--- src/rtl/tick_period_meter.sv ---
`default_nettype none
// ============================================================================
// Module   : tick_period_meter
// Purpose  : Measures the clk-cycle period of a tick stream, reports it,
//            flags lock on repeated equal periods and sticky timeout.
// Revision : 1.0  initial release
// ============================================================================
module tick_period_meter #(
    parameter int WIDTH      = 32,
    parameter int LOCK_COUNT = 4
) (
    input  logic             clk,
    input  logic             rst,
    input  logic             en,
    input  logic             clear,
    input  logic             tick_in,
    output logic [WIDTH-1:0] period_out,
    output logic             period_valid,
    output logic             locked,
    output logic             overflow
);

    typedef enum logic [1:0] {
        S_IDLE    = 2'd0,
        S_MEASURE = 2'd1,
        S_TIMEOUT = 2'd2
    } state_t;

    localparam logic [WIDTH-1:0] C_CNT_MAX = '1;
    localparam logic [WIDTH-1:0] C_CNT_ONE = WIDTH'(1);
    localparam logic [7:0]       C_LOCK    = 8'(LOCK_COUNT);

    state_t           r_state;
    logic [WIDTH-1:0] r_count;
    logic [7:0]       r_match;
    logic             r_tick_q;

    logic             w_edge;
    logic             w_same;
    logic [7:0]       w_match_next;

    assign w_edge = tick_in & ~r_tick_q;

    // A zero match count marks the first period after IDLE/TIMEOUT, which
    // must never be compared against a stale period_out.
    assign w_same       = (r_count == period_out) && (r_match != 8'd0);
    assign w_match_next = !w_same              ? 8'd1 :
                          (r_match >= C_LOCK)  ? C_LOCK :
                                                 r_match + 8'd1;

    always_ff @(posedge clk) begin
        if (rst) begin
            r_state      <= S_IDLE;
            r_count      <= '0;
            r_match      <= 8'd0;
            r_tick_q     <= 1'b0;
            period_out   <= '0;
            period_valid <= 1'b0;
            locked       <= 1'b0;
            overflow     <= 1'b0;
        end else begin
            r_tick_q     <= tick_in;
            period_valid <= 1'b0;
            if (clear) begin
                overflow <= 1'b0;
            end
            if (!en) begin
                r_state <= S_IDLE;
                r_count <= '0;
                r_match <= 8'd0;
                locked  <= 1'b0;
            end else begin
                case (r_state)
                    S_IDLE: begin
                        if (w_edge) begin
                            r_count <= C_CNT_ONE;
                            r_state <= S_MEASURE;
                        end else begin
                            r_count <= '0;
                        end
                    end
                    S_MEASURE: begin
                        if (w_edge) begin
                            period_out   <= r_count;
                            period_valid <= 1'b1;
                            r_count      <= C_CNT_ONE;
                            r_match      <= w_match_next;
                            locked       <= (w_match_next == C_LOCK);
                        end else if (r_count == C_CNT_MAX) begin
                            // Set is placed after the clear so it wins a collision.
                            overflow <= 1'b1;
                            locked   <= 1'b0;
                            r_match  <= 8'd0;
                            r_state  <= S_TIMEOUT;
                        end else begin
                            r_count <= r_count + C_CNT_ONE;
                        end
                    end
                    S_TIMEOUT: begin
                        if (w_edge) begin
                            r_count <= C_CNT_ONE;
                            r_state <= S_MEASURE;
                        end
                    end
                    default: begin
                        r_state <= S_IDLE;
                        r_count <= '0;
                    end
                endcase
            end
        end
    end

endmodule
`default_nettype wire

--- config.mk ---
export PLATFORM = sky130hd
export DESIGN_NAME = tick_period_meter
export DESIGN_NICKNAME = d
export VERILOG_FILES = /design/src/rtl/tick_period_meter.sv
export SDC_FILE = /design/constraint.sdc
export NUM_CORES = 1
export LEC_CHECK = 0
export ABC_AREA = 1
export BUFFER_PORTS_ARGS = -buffer_cell sky130_fd_sc_hd__buf_2
export CORE_UTILIZATION = 50
export CTS_CLUSTER_DIAMETER = 50
export DETAILED_ROUTE_END_ITERATION = 16
export GPL_ROUTABILITY_DRIVEN = 0
export PLACE_DENSITY = 0.71
export REMOVE_ABC_BUFFERS = 1
export SETUP_SLACK_MARGIN = 0.3
export SLEW_MARGIN = 5
export SYNTH_ARGS = -nofsm -noshare
export SYNTH_HDL_FRONTEND = slang
export SYNTH_SLANG_ARGS = --single-unit
--- constraint.sdc ---
create_clock -name clk -period 3.15 [get_ports clk]
set_clock_uncertainty 0.05 [all_clocks]
set_input_delay 0.4725 -clock clk [delete_from_list [all_inputs] [get_ports clk]]
set_output_delay 0.4725 -clock clk [all_outputs]
set_load 0.1 [all_outputs]
# Word-level counts from Yosys, hierarchy flattened
# Index checks and enable logic that the tools add are counted.
# totals
regBits	78
wordCells	57
# classes
n_addsub	2
magnitude_cmp	1
n_eq_ne	10
n_mux	21
n_bitwise	4
reduce_logical	11
# ops
cell	n
two-way mux 32 bit	3
one-hot mux 32 bit (3 select lines)	1
adder 32 x 1 -> 32 bit (second input constant)	1
== test 32 bit	1
== test 32 bit (second input constant)	1
two-way mux 8 bit	4
two-way mux 1 bit	9
adder 8 x 1 -> 8 bit (second input constant)	1
== test 8 x 3 -> 1 bit (second input constant)	1
>= comparator 8 x 3 -> 1 bit (second input constant)	1
nonzero test 8 bit	1
two-way mux 2 bit	3
inequality test 2 bit (second input constant)	3
AND reduction 3 bit	2
one-hot mux 2 bit (2 select lines)	1
AND reduction 2 bit	2
OR reduction 2 bit	2
inequality test 3 bit (second input constant)	1
NOT 1 bit	3
OR reduction 3 bit	1
== test 2 x 1 -> 1 bit (second input constant)	1
== test 2 bit (second input constant)	1
zero test 2 bit	1
inequality test 2 x 1 -> 1 bit (second input constant)	1
other kinds (3)	3

# Depth between registers and ports, before layout
# logic_depth
word_depth	5
depth_mapped	13
ltp_nobuf	13

# Least setup slack after synthesis
# Ideal clock, no wire load.
# synth_timing
path_type	reg2reg
from	reg period_out[11]
to	reg locked
setup_ns	0.070
arrival_ns	1.938
required_ns	3.030
setup_slack_ns	1.091
stages_incl_launch_ff	13
cell_sequence	dfxtp_1 -> inv_1 -> nand2_1 -> nand2_1 -> nor2_1 -> nand2_1 -> nor2_1 -> nand2_1 -> nor2_1 -> nand2_1 -> nor2_1 -> nand3_1 -> a21oi_1
# synth_between
elab_chain_cells	5
# synth_rtl
item	line_no	source
from (decl)	17	output logic [WIDTH-1:0] period_out,
from (signal assigned)	84	period_out <= r_count;
== test 32 bit	46	assign w_same = (r_count == period_out) && (r_match != 8'd0);
logical AND 1 bit	46	
two-way mux 8 bit	47	assign w_match_next = !w_same ? 8'd1 :
== test 8 x 3 -> 1 bit	88	locked <= (w_match_next == C_LOCK);
two-way mux 1 bit	83	if (w_edge) begin
to (signal assigned)	88	
to (decl)	19	output logic locked,
# Every way passes these cells.
# A chain may end at the register's enable or synchronous reset.

# Worst setup path after layout
# layout_timing
from	reg r_count[0]
to	reg r_count[8]
# layout_between
elab_chain_cells	4
word_cells_on_any_way	7
classes_between	add/sub (1); eq/ne (2); mux (3); reduce/logical (1)
# layout_rtl
item	line_no	source
from (decl)	34	logic [WIDTH-1:0] r_count;
from (signal assigned)	96	r_count <= r_count + C_CNT_ONE;
adder 32 x 1 -> 32 bit	96	
two-way mux 32 bit	89	end else if (r_count == C_CNT_MAX) begin
two-way mux 32 bit	83	
one-hot mux 32 bit (3 select lines)	73	case (r_state)
# Several ways; a longest one is shown, not always the timed one. The select of a mux whose other input is x is not followed.

==> results.json <==
{
  "status": "complete, no violations",
  "clk_path_buf_depth": 2,
  "grt_pass1_vias": 3999,
  "h-tree-depth": 3,
  "grt_max_degree": 64,
  "path_delay_family": "simple AND/OR/NAND/NOR gates",
  "layout-drive-gt1-share_pct": 11.0,
  "post_cts_buffers": 0,
  "max_stage_delay_ps": 430,
  "finalHoldViolations": 0,
  "n_antenna_cell": 0,
  "start_kind": "register",
  "cts_hold_buf": 0,
  "crit_top_cell": "nand2_4",
  "grt_pass1_wl_mm": 18.1,
  "worstSetupEndpointType": "register",
  "vias": 4330,
  "critPathArrivalTime_ps": 2790,
  "syn-cell-area_um2": 4360,
  "area_growth_pct": 10.3,
  "clkLatencyLatePin_ps": 360,
  "cts_sinks": 78,
  "initial_utilization_pct": 52.3,
  "synth-main-ff-cell": "dfxtp_1",
  "rsz0062_at_grt": "no",
  "cts_tree": "built",
  "drc": 0,
  "fillers": 825,
  "slew_headroom_pct": 41.7,
  "numCtsBuffers": 9,
  "powerDensity_nw_per_um2": 398,
  "finalWirelength_mm": 10.7,
  "finalInstanceArea_um2": 4820,
  "io_pins": 40,
  "wl_per_cell_um": 13.0,
  "overflow": 0,
  "synth_cells": 683,
  "synth_edf_count": 0,
  "clk_pin_slew_ps": 80,
  "synth_seq_cells": 78,
  "critPathBufInv": 1,
  "seqCellArea_um2": 1560,
  "finalMaxSlewViolations": 0,
  "place.detailed.hpwl_mm": 7.77,
  "synth_cell_types": 35,
  "avgSynthCellArea_um2": 6.39,
  "grt_usage_pct": 25.6,
  "final_nets": 722,
  "ant_nets": 0,
  "tns_ps": 0,
  "worstMarginPinSlew_ps": 873,
  "postPlaceCellArea_um2": 4610,
  "criticalPathCategory": "register to register",
  "multiInputGateArea_um2": 2340,
  "max_freq_ghz": 0.393,
  "num_rows": 33,
  "path_cells": "ha_1 -> nand2_1 -> nor2_1 -> nand3_2 -> nor2_2 -> nand4_2 -> nand2_8 -> nand2_4 -> nand2_4 -> inv_2 -> nor3b_2",
  "crit_slowest_cell": "dfxtp_1",
  "synthArstFlopShare_pct": 0,
  "antenna_found_initial": 0,
  "leakage_nw": 2.02,
  "hold_class": "input port to register",
  "cap_violations": 0,
  "core_area_um2": 8340,
  "critPathRequiredTime_ps": 3390,
  "min_period_ps": 2550,
  "drt-initial-drc-count": 325,
  "via_per_inst": 5.25,
  "period_share_pct": 80.8,
  "cts-root-buf": "clkbuf_8",
  "crit_path_max_fanout": 34,
  "die_w_um": 95.4,
  "portBuffers": 39,
  "place_ws_ps": 596,
  "final-setup-viol-count": 0,
  "ir_drop_v": 0.000199,
  "ys_warn_count": 0,
  "die_h_um": 95.4,
  "die-area_um2": 9110,
  "ys_seq_area_share_pct": 35.8,
  "drtPass1Iterations": 5,
  "fin_ws_ps": 604
}
-- final timing paths --
| kind | from | endpoint | slack, ps | cells after the start |
|---|---|---|---|---|
| worst min register to register | r_match[7] | r_match[7] | 380 | 2 |
| worst max-delay path | r_count[0] | r_count[8] | 600 | 11 |
| worst max register to register | r_count[0] | r_count[8] | 600 | 11 |
| worst min-delay path | rst | r_tick_q | 260 | 2 |
-- power breakdown --
| group | internal (mW) | total (mW) | switching (mW) | leakage [nW] |
|---|---|---|---|---|
| registers | 0.994 | 1.00 | 0.00872 | 0.629 |
| clock network | 0.388 | 0.772 | 0.384 | 0.0955 |
| logic | 0.0304 | 0.142 | 0.112 | 1.29 |
| total | 1.41 | 1.92 | 0.505 | 2.02 |
-- sequential cells by signal (all words and copies together) (netlist names) --
name / flops
period_valid: 1
r_state: 2
r_count: 32
period_out: 32
overflow: 1
locked: 1
r_match: 8
r_tick_q: 1
-- kinds of logic after synthesis --
family | count (synthesis) | synth area share [%]
xor+xnor | 24 | 4.82
compound gates | 102 | 12.1
fa+ha+maj | 3 | 0.860
simple gates | 358 | 35.5
buf+inv | 118 | 11.0
flops | 78 | 35.8
-- routing by layer --
metal	track usage [%]	routed length, um
met1	33.6	5100
met2	40.6	4770
met3	5.18	578
met4	11.1	272
met5	0	0
-- cell usage in the layout, fill, tap and decap left out, drive strengths merged --
cell	netlist	routed
nand2	182	182
nor2	96	96
inv	95	95
dfxtp	78	78
o21ai	51	51
a21oi	48	48
buf	11	43
nand3	28	28
nor3	24	24
nand4	17	17
xor2	13	13
xnor2	11	11
clkbuf	12	11
nor4	3	3
nand3b	3	3
ha	3	3
and3	2	2
clkinvlp	0	2
nor3b	2	2
clkinv	0	2
or2	1	1
o21a	1	1
o221ai	1	1
o22ai	1	1
bufinv	0	1
-- stage by stage --
step | std cells | total power [mW] | util [%] | hold slack (ps)
2_1_floorplan | 660 | 1.13 | - | 358
5_1_grt | 824 | 1.99 | 57.7 | 268
4_1_cts | 824 | 1.93 | 57.6 | 259
3_3_place_gp | 808 | 1.17 | 55.2 | 365
3_5_place_dp | 808 | 1.17 | 55.2 | 368
6_report | 824 | 1.92 | 57.7 | 264
-- synth_stat cells, drive strengths merged (2+ instances only) --
library cell	count	area share (%)
nand3b	3	0.52
dfxtp	78	36
xor2	13	2.6
and3	2	0.29
a21oi	48	5.7
buf	11	1.7
xnor2	11	2.2
nor4	3	0.43
nand4	17	2.6
nand3	28	3.4
inv	95	8.2
clkbuf	12	1.1
nor2	96	8.4
o21ai	51	5.9
ha	3	0.86
nor3	24	3.0
nor3b	2	0.46
nand2	182	16
-- layout make-up --
cell class	instances	share of cell area, %
clock buffer	11	2.94
clock inverter	5	1.22
inverter	95	7.40
multi-input combinational	487	48.6
sequential	78	32.4
tap	105	2.73
timing repair buffer	43	4.68
-- what timing repair did --
action,CTS,global route
setup endpoints to repair,0,7
gates resized for setup,0,1
hold endpoints to repair,0,0
(Power assumes the default switching activity.)
